$ cat config.mk
export PLATFORM = sky130hd
export DESIGN_NAME = rc_tri_unpacker_flat
export DESIGN_NICKNAME = d
export VERILOG_FILES = /design/src/rtl/rc_tri_unpacker_if.sv /design/src/rtl/rc_tri_unpacker.sv /design/src/flat_wrapper.sv
export SDC_FILE = /design/constraint.sdc
export NUM_CORES = 1
export LEC_CHECK = 0
export CORE_MARGIN = 3
export CORE_UTILIZATION = 48
export CTS_CLUSTER_DIAMETER = 150
export DETAILED_ROUTE_END_ITERATION = 12
export PLACE_DENSITY_LB_ADDON = 0.12
export SLEW_MARGIN = 30
export SYNTH_ARGS = -nofsm -noshare
export SYNTH_HDL_FRONTEND = slang
export SYNTH_SLANG_ARGS = --single-unit
$ cat constraint.sdc
create_clock -name aclk -period 13.34 [get_ports aclk]
set_input_delay 4.002 -clock aclk [delete_from_list [all_inputs] [get_ports aclk]]
set_output_delay 4.002 -clock aclk [all_outputs]
set_load 0.005 [all_outputs]
$ cat src/rtl/rc_tri_unpacker_if.sv
// Beat stream into the unpacker and parallel triangle descriptor out of it.
// Each bundle has a master/slave modport pair.
interface rc_axis_if;
    logic [31:0] tdata;
    logic        tvalid;
    logic        tready;
    logic        tlast;

    modport master (output tdata, tvalid, tlast, input  tready);
    modport slave  (input  tdata, tvalid, tlast, output tready);
endinterface

interface rc_tri_if #(
    parameter int Z_W = 16
);
    logic           valid;
    logic           ready;
    logic [31:0]    header;
    logic [31:0]    lz0;
    logic [31:0]    lz1;
    logic [31:0]    ld0;
    logic [31:0]    ld1;
    logic [31:0]    ld2;
    logic [31:0]    ld3;
    logic [Z_W-1:0] z0;
    logic [Z_W-1:0] zd0;
    logic [Z_W-1:0] zd1;

    modport master (output valid, header, lz0, lz1, ld0, ld1, ld2, ld3, z0, zd0, zd1,
                    input  ready);
    modport slave  (input  valid, header, lz0, lz1, ld0, ld1, ld2, ld3, z0, zd0, zd1,
                    output ready);
endinterface

$ cat src/rtl/rc_tri_unpacker.sv
// Collects 10-beat triangle packets into an assembly buffer and hands complete
// descriptors to the raster core through a second, output-side register stage.
module rc_tri_unpacker #(
    parameter int Z_W   = 16,
    parameter int CNT_W = 16
) (
    input  logic             aclk,
    input  logic             areset,
    rc_axis_if.slave         s_axis,
    rc_tri_if.master         m_tri,
    output logic             err_short,
    output logic             err_long,
    output logic [CNT_W-1:0] pkt_count,
    output logic [CNT_W-1:0] err_count
);
    typedef enum logic [1:0] {S_COLLECT, S_HOLD, S_DRAIN} state_t;

    state_t         state, state_n;
    logic [3:0]     cnt, cnt_n;
    logic           rdy_en;
    logic           beat_fire, o_free;
    logic           a_we, load_beat, load_a, short_n, long_n;
    logic [31:0]    a_hdr, a_lz0, a_lz1, a_ld0, a_ld1, a_ld2, a_ld3;
    logic [Z_W-1:0] a_z0, a_zd0, a_zd1;

    // rdy_en keeps tready low until the first clock after reset release.
    assign s_axis.tready = rdy_en && (state != S_HOLD);
    assign beat_fire     = s_axis.tvalid && s_axis.tready;
    assign o_free        = !m_tri.valid || m_tri.ready;

    always_comb begin
        // NOTE: every signal gets a default first, so no path can leave one unassigned and infer a latch.
        state_n   = state;
        cnt_n     = cnt;
        a_we      = 1'b0;
        load_beat = 1'b0;
        load_a    = 1'b0;
        short_n   = 1'b0;
        long_n    = 1'b0;
        unique case (state)
            S_COLLECT: begin
                if (beat_fire) begin
                    a_we = 1'b1;
                    if (cnt == 4'd9) begin
                        cnt_n = 4'd0;
                        if (!s_axis.tlast) begin
                            long_n  = 1'b1;
                            state_n = S_DRAIN;
                        end else if (o_free) begin
                            load_beat = 1'b1;
                        end else begin
                            state_n = S_HOLD;
                        end
                    end else if (s_axis.tlast) begin
                        short_n = 1'b1;
                        cnt_n   = 4'd0;
                    end else begin
                        cnt_n = cnt + 4'd1;
                    end
                end
            end
            S_HOLD: begin
                if (o_free) begin
                    load_a  = 1'b1;
                    state_n = S_COLLECT;
                end
            end
            S_DRAIN: begin
                if (beat_fire && s_axis.tlast) state_n = S_COLLECT;
            end
            default: state_n = S_COLLECT;
        endcase
    end

    always_ff @(posedge aclk or posedge areset) begin
        if (areset) begin
            state     <= S_COLLECT;
            cnt       <= 4'd0;
            rdy_en    <= 1'b0;
            err_short <= 1'b0;
            err_long  <= 1'b0;
            err_count <= '0;
        end else begin
            // NOTE: clocked state uses <= so every register samples pre-edge values regardless of statement order.
            state     <= state_n;
            cnt       <= cnt_n;
            rdy_en    <= 1'b1;
            err_short <= short_n;
            err_long  <= long_n;
            if (short_n || long_n) err_count <= err_count + CNT_W'(1);
        end
    end

    // NOTE: the assembly buffer has no reset; every field is rewritten before it can reach the output stage.
    always_ff @(posedge aclk) begin
        if (a_we) begin
            case (cnt)
                4'd0:    a_hdr <= s_axis.tdata;
                4'd1:    a_lz0 <= s_axis.tdata;
                4'd2:    a_lz1 <= s_axis.tdata;
                4'd3:    a_ld0 <= s_axis.tdata;
                4'd4:    a_ld1 <= s_axis.tdata;
                4'd5:    a_ld2 <= s_axis.tdata;
                4'd6:    a_ld3 <= s_axis.tdata;
                4'd7:    a_z0  <= s_axis.tdata[Z_W-1:0];
                4'd8:    a_zd0 <= s_axis.tdata[Z_W-1:0];
                4'd9:    a_zd1 <= s_axis.tdata[Z_W-1:0];
                default: ;
            endcase
        end
    end

    // Output stage; the direct path lets the final beat bypass the assembly buffer.
    always_ff @(posedge aclk or posedge areset) begin
        if (areset) begin
            m_tri.valid  <= 1'b0;
            m_tri.header <= '0;
            m_tri.lz0    <= '0;
            m_tri.lz1    <= '0;
            m_tri.ld0    <= '0;
            m_tri.ld1    <= '0;
            m_tri.ld2    <= '0;
            m_tri.ld3    <= '0;
            m_tri.z0     <= '0;
            m_tri.zd0    <= '0;
            m_tri.zd1    <= '0;
            pkt_count    <= '0;
        end else begin
            if (load_beat || load_a) begin
                m_tri.valid  <= 1'b1;
                m_tri.header <= a_hdr;
                m_tri.lz0    <= a_lz0;
                m_tri.lz1    <= a_lz1;
                m_tri.ld0    <= a_ld0;
                m_tri.ld1    <= a_ld1;
                m_tri.ld2    <= a_ld2;
                m_tri.ld3    <= a_ld3;
                m_tri.z0     <= a_z0;
                m_tri.zd0    <= a_zd0;
                m_tri.zd1    <= load_beat ? s_axis.tdata[Z_W-1:0] : a_zd1;
            end else if (m_tri.ready) begin
                m_tri.valid <= 1'b0;
            end
            if (m_tri.valid && m_tri.ready) pkt_count <= pkt_count + CNT_W'(1);
        end
    end
endmodule

$ cat src/flat_wrapper.sv
// flat-port wrapper written by rule: the top's interface ports become plain ports
module rc_tri_unpacker_flat 
#(
    parameter int Z_W   = 16,
    parameter int CNT_W = 16
)
  (aclk, areset, err_short, err_long, pkt_count, err_count, s_axis_tdata, s_axis_tvalid, s_axis_tlast, s_axis_tready, m_tri_valid, m_tri_header, m_tri_lz0, m_tri_lz1, m_tri_ld0, m_tri_ld1, m_tri_ld2, m_tri_ld3, m_tri_z0, m_tri_zd0, m_tri_zd1, m_tri_ready);
  rc_axis_if s_axis_i ();
  rc_tri_if #(.Z_W(Z_W)) m_tri_i ();
  input  logic aclk;
  input  logic areset;
  output logic err_short;
  output logic err_long;
  output logic [CNT_W-1:0] pkt_count;
  output logic [CNT_W-1:0] err_count;
  input wire logic [$bits(s_axis_i.tdata)-1:0] s_axis_tdata;
  input wire logic [$bits(s_axis_i.tvalid)-1:0] s_axis_tvalid;
  input wire logic [$bits(s_axis_i.tlast)-1:0] s_axis_tlast;
  output wire logic [$bits(s_axis_i.tready)-1:0] s_axis_tready;
  output wire logic [$bits(m_tri_i.valid)-1:0] m_tri_valid;
  output wire logic [$bits(m_tri_i.header)-1:0] m_tri_header;
  output wire logic [$bits(m_tri_i.lz0)-1:0] m_tri_lz0;
  output wire logic [$bits(m_tri_i.lz1)-1:0] m_tri_lz1;
  output wire logic [$bits(m_tri_i.ld0)-1:0] m_tri_ld0;
  output wire logic [$bits(m_tri_i.ld1)-1:0] m_tri_ld1;
  output wire logic [$bits(m_tri_i.ld2)-1:0] m_tri_ld2;
  output wire logic [$bits(m_tri_i.ld3)-1:0] m_tri_ld3;
  output wire logic [$bits(m_tri_i.z0)-1:0] m_tri_z0;
  output wire logic [$bits(m_tri_i.zd0)-1:0] m_tri_zd0;
  output wire logic [$bits(m_tri_i.zd1)-1:0] m_tri_zd1;
  input wire logic [$bits(m_tri_i.ready)-1:0] m_tri_ready;
  assign s_axis_i.tdata = s_axis_tdata;
  assign s_axis_i.tvalid = s_axis_tvalid;
  assign s_axis_i.tlast = s_axis_tlast;
  assign s_axis_tready = s_axis_i.tready;
  assign m_tri_valid = m_tri_i.valid;
  assign m_tri_header = m_tri_i.header;
  assign m_tri_lz0 = m_tri_i.lz0;
  assign m_tri_lz1 = m_tri_i.lz1;
  assign m_tri_ld0 = m_tri_i.ld0;
  assign m_tri_ld1 = m_tri_i.ld1;
  assign m_tri_ld2 = m_tri_i.ld2;
  assign m_tri_ld3 = m_tri_i.ld3;
  assign m_tri_z0 = m_tri_i.z0;
  assign m_tri_zd0 = m_tri_i.zd0;
  assign m_tri_zd1 = m_tri_i.zd1;
  assign m_tri_i.ready = m_tri_ready;
  rc_tri_unpacker #(.Z_W(Z_W), .CNT_W(CNT_W)) u_core (.aclk(aclk), .areset(areset), .s_axis(s_axis_i), .m_tri(m_tri_i), .err_short(err_short), .err_long(err_long), .pkt_count(pkt_count), .err_count(err_count));
endmodule
* After elaboration in Yosys (flattened, before gate mapping) *
Cells that the tools add are included.

storage, ports and cells
  input port bits = 37
  word-level logic and storage cells = 99
  output and inout bits = 308
  register bits = 586

operators by class
  multiplexer cells = 28
  equality and inequality tests = 17
  $add $sub $neg = 3
  reductions and logical operators = 23

operators by type and width
  operator                                                               count
  16-bit by 1-bit adder with 16-bit output, second input constant        2
  2-bit AND reduction                                                    11
  1-bit two-way mux                                                      18
  4-bit by 3-bit equality test with 1-bit output, second input constant  4
  16-bit two-way mux                                                     1
  2-bit two-way mux                                                      6
  2-bit by 1-bit != test with 1-bit output, second input constant        5
  4-bit by 2-bit equality test with 1-bit output, second input constant  2
  4-bit equality test, second input constant                             2
  4-bit two-way mux                                                      2
  2-bit case mux with 3 select lines                                     1
  5-bit AND reduction                                                    1
  4-bit by 1-bit adder with 4-bit output, second input constant          1
  4-bit by 1-bit equality test with 1-bit output, second input constant  1
  1-bit logical AND                                                      4
  4-bit zero test                                                        1
  1-bit logical OR                                                       3
  3-bit != test, second input constant                                   1
  2-bit by 1-bit equality test with 1-bit output, second input constant  1
  2-bit equality test, second input constant                             1
  2-bit zero test                                                        1
  2-bit nonzero test                                                     1
  1-bit zero test                                                        1

* Longest topological paths before layout *
  word-level depth = 9
  gate-level depth with buffers = 11
  gate-level depth less buffers = 6

* Worst setup path after synthesis *
No wires, ideal clock.

  path kind = input port to flip-flop
  from = input s_axis_tvalid
  to = register u_core.a_lz1[0] (enable)
  required time = 12948 ps
  arrival = 5378 ps
  setup time = 392 ps
  setup slack = 7570 ps
  stages = 4
  cell sequence = nand4bb_1 clkbuf_1 nor3_1 and2_1

on the way
  word-level cells in the longest chain between the ends = 4

ends and longest elaborated chain
  element                               line                    RTL
  start: declaration                    flat_wrapper.sv:17      input wire logic [$bits(s_axis_i.tvalid)-1:0] s_axis_tvalid;
  1-bit logical AND                     rc_tri_unpacker.sv:28   assign beat_fire = s_axis.tvalid && s_axis.tready;
  1-bit two-way mux                     rc_tri_unpacker.sv:42   if (beat_fire) begin
  1-bit two-way mux                     rc_tri_unpacker.sv:40   unique case (state)
  2-bit AND reduction (no source line)  -
  end signal: assignment                rc_tri_unpacker.sv:100  4'd2: a_lz1 <= s_axis.tdata;
  end: declaration                      rc_tri_unpacker.sv:23   logic [31:0] a_hdr, a_lz0, a_lz1, a_ld0, a_ld1, a_ld2, a_ld3;

Every way passes these cells.
A chain may end at the register's enable or synchronous reset.

* Worst setup path after layout *
  from = input s_axis_tvalid
  to = register u_core.m_tri.z0[13]

on the way
  word-level cells in the longest chain between the ends = 4

ends and longest elaborated chain
  element                 line                      RTL
  1-bit logical AND       rc_tri_unpacker.sv:28
  1-bit two-way mux       rc_tri_unpacker.sv:42
  1-bit two-way mux       rc_tri_unpacker.sv:40
  1-bit logical OR        rc_tri_unpacker.sv:129    if (load_beat || load_a) begin
  end signal: assignment  rc_tri_unpacker.sv:138    m_tri.z0 <= a_z0;
  end: declaration        rc_tri_unpacker_if.sv:29  modport master (output valid, header, lz0, lz1, ld0, ld1, ld2, ld3, z0, zd0, zd1,

Every way passes these cells.

==> qor.yml <==
outcome: "completed"
post_cts_buffers: 0
cts_buffers: 59
crit_arrival_ps: 7920
cap_violations: 0
crit_type: "primary input to flop"
crit_slowest_cell: "or2_4"
slew_violations: 0
critPathTopFamily: "buffers and inverters"
swShare_pct: 24.5
cp-end-kind: "flop"
final_antenna_net_count: 0
rrSetupSlack_ps: 9220
start_util_pct: 48.8
place_congestion: 0.782
synth_top_area_share_pct: 37.7
firstDrtPassIters: 4
antenna_found_initial: 1
yosys.area_share.simple_pct: 2.34
dieWidth_um: 219
drtIter0Drc: 492
pre_cts_ws_ps: 5000
rsz0062_at_grt: "no"
grt_pass1_wl_um: 72700
fin_tns_setup_ps: 0
avgSynthCellArea_sq_um: 20.1
async_flop_share_pct: 53.6
synth_top_area_cell: "edfxtp_1"
antennaDiodeCount: 0
yosys_warnings: 0
htreeDepth: 2
nets: 1496
finalSetupViolCount: 0
pwr-share-comb_pct: 28.7
vias: 10633
wire_per_inst_um: 22.9
synth-seq-area-share_pct: 73.9
cts-root-buf: "clkbuf_16"
share_seq_of_total_power_pct: 43.6
rr_endpoint: "u_core.m_tri.z0[13]$_DFFE_PP0P_"
max-slew-margin-rel_pct: 37.5
cts_tree: "done"
track_usage_pct: 20.4
fmax_mhz: 134
post_cts_resized: 0
power.density_mw_per_mm2: 220
intPower_w: 0.00456
core_region_area_sq_mm: 0.0444
worst_pin_slew_ps: 937
grt_pass1_vias: 11242
leakage_nw: 11.1
yosys.cell_types.count: 39
worst-path-buf-inv: 3
synth_adder_area_share_pct: 0.346
cp-start-kind: "primary input"
fillerInstances: 3250
clockBufferDepth: 3
port_buffers: 344
cp_max_fo: 54
dp_hpwl_um: 29400
p_sw_w: 0.00148
cp.required_ps: 13810
fin_ws_ps: 5890
endpoint: "u_core.m_tri.z0[13]$_DFFE_PP0P_"
syn_inst: 1076
total_power_w: 0.00604
crit_chain: "clkdlybuf4s50_1 > and4bb_1 > and4_4 > or2_4 > buf_4 > buf_6 > mux2_1"
path_clk_slew_ps: 60
worstHoldPathType: "flop to flop"
clock_power_share_pct: 27.7
ys.flop_type: "dfrtp_1"
critPathLaunch: "s_axis_tvalid"
grt_max_degree: 114
synth_mux_area_share_pct: 17.8
die_h_um: 219
yosys.area_share.xor_xnor_pct: 1.29
layout-drive-gt1-share_pct: 24.3
syn_area_sq_mm: 0.0217
drc: 0
cpPeakStageDelay_ps: 790
ios: 345
grt-ovfl-total: 0
ff2ff_path_depth: 8
dieArea_sq_mm: 0.0477
timing.final.crit_share_pct: 55.8
synth_nets: 1119
synth_edf_count: 272
area_growth_pct: 26.5
cts-hold-fix-buffers: 0
finalWirelength_um: 48000
synth_top_family_by_area: "multiplexers"
cp_num_cells: 7
synth_compound_area_share_pct: 1.17
num_rows: 77
synth_area_leaders: "edfxtp_1, dfrtp_1, mux2_4, buf_12, xnor2_1"
yosys_register_bits: 586
clk_latency_ps: 600
r2r_start: "u_core.cnt[1]$_DFFE_PP0P_"
hold_violations: 0
via_per_inst: 5.08
fin_worst_skew_ps: 14.0
ir_worst_vdd_mv: 0.123
numClockSinks: 586
period_needed_ps: 7450
==> per-stage QoR <==
| step | instance area [sq um] | utilization [%] | instances | hold WS, ps |
|---|---|---|---|---|
| 3_3_place_gp | 25400 | 57.2 | 1983 | 442 |
| 4_1_cts | 27400 | 61.7 | 2095 | 463 |
| 6_report | 27400 | 61.7 | 2095 | 455 |
| 2_1_floorplan | 21700 | - | 1076 | 439 |
| 5_1_grt | 27400 | 61.7 | 2095 | 477 |
| 3_5_place_dp | 25400 | 57.3 | 1984 | 451 |
==> worst reg2reg max path: cells and delay by family, from the launching register on <==
| kind | cells | cell delay [ps] |
|---|---|---|
| AND/OR/NAND/NOR | 3 | 1520 |
| buffers and inverters | 3 | 1430 |
| multiplexers | 1 | 420 |
| flip-flops | 1 | 410 |
| adder cells (fa/ha/maj) | 1 | 220 |
==> power by group through the flow <==
stage          Sequential [W]  Combinational [W]  Clock (W)
2_1_floorplan         0.00264           0.000698          0
3_3_place_gp          0.00266            0.00174          0
3_5_place_dp          0.00266            0.00176          0
4_1_cts               0.00264            0.00177    0.00172
5_1_grt               0.00270            0.00184    0.00179
6_report              0.00264            0.00173    0.00167
==> routing by layer <==
metal	vias up	wire, um	GRT usage (%)
met3	55	3240	5.58
met1	5576	21200	28.6
met4	0	886	5.35
met2	308	22600	31.7
li1	4694	-	-
met5	-	0	0
==> area by class of cell <==
class / instances / area [sq um] / area share, %
Clock buffer: 97 / 1790 / 6.53
Clock inverter: 14 / 194 / 0.707
Inverter: 20 / 82.6 / 0.301
Multi-Input combinational cell: 429 / 5000 / 18.2
Sequential cell: 586 / 16000 / 58.4
Tap cell: 592 / 741 / 2.70
Timing Repair Buffer: 357 / 3580 / 13.1
==> Yosys cell counts (5+ instances only) <==
library cell / instances
xnor2_1: 22
o21ai_1: 6
a22oi_1: 16
nand4_1: 11
mux2_4: 253
nor2_1: 12
dfrtp_1: 314
ha_1: 6
nand2_1: 11
inv_1: 20
edfxtp_1: 272
buf_6: 10
clkbuf_1: 8
and2_1: 5
buf_12: 22
and3_1: 12
o21ai_0: 13
nand3_1: 16
xor2_1: 10
nor3_1: 9
==> cells by family after synthesis <==
kind of cell             count (synthesis)
AO/OA/AOI/OAI                           40
adder cells (fa/ha/maj)                  6
AND/OR/NAND/NOR                         91
XOR/XNOR                                32
flip-flops                             586
multiplexers                           259
buffers and inverters                   61
other                                    1
==> cell usage in the layout, fill, tap and decap left out, drive strengths merged, types with 5 or more instances in the layout <==
cell type and count:
a22oi 16, and2 5, and3 12, buf 13, bufinv 5, clkbuf 97, clkdlybuf4s50 344, clkinv 8
dfrtp 314, edfxtp 272, ha 6, inv 20, mux2 259, nand2 11, nand3 16, nand4 11
nor2 12, nor3 9, o21ai 19, xnor2 22, xor2 10
==> worst min path at each step <==
stage | startpoint | to | cells past startpoint
after floorplan | u_core.a_z0[13]$_DFFE_PP_ | u_core.m_tri.z0[13]$_DFFE_PP0P_ | 1
after global placement | u_core.a_z0[14]$_DFFE_PP_ | u_core.m_tri.z0[14]$_DFFE_PP0P_ | 1
after detailed placement | u_core.a_z0[14]$_DFFE_PP_ | u_core.m_tri.z0[14]$_DFFE_PP0P_ | 1
after CTS | u_core.a_z0[14]$_DFFE_PP_ | u_core.m_tri.z0[14]$_DFFE_PP0P_ | 1
after global routing | u_core.a_z0[13]$_DFFE_PP_ | u_core.m_tri.z0[13]$_DFFE_PP0P_ | 1
final | u_core.a_z0[14]$_DFFE_PP_ | u_core.m_tri.z0[14]$_DFFE_PP0P_ | 1
Note: power is estimated with default switching activity, not from simulation.
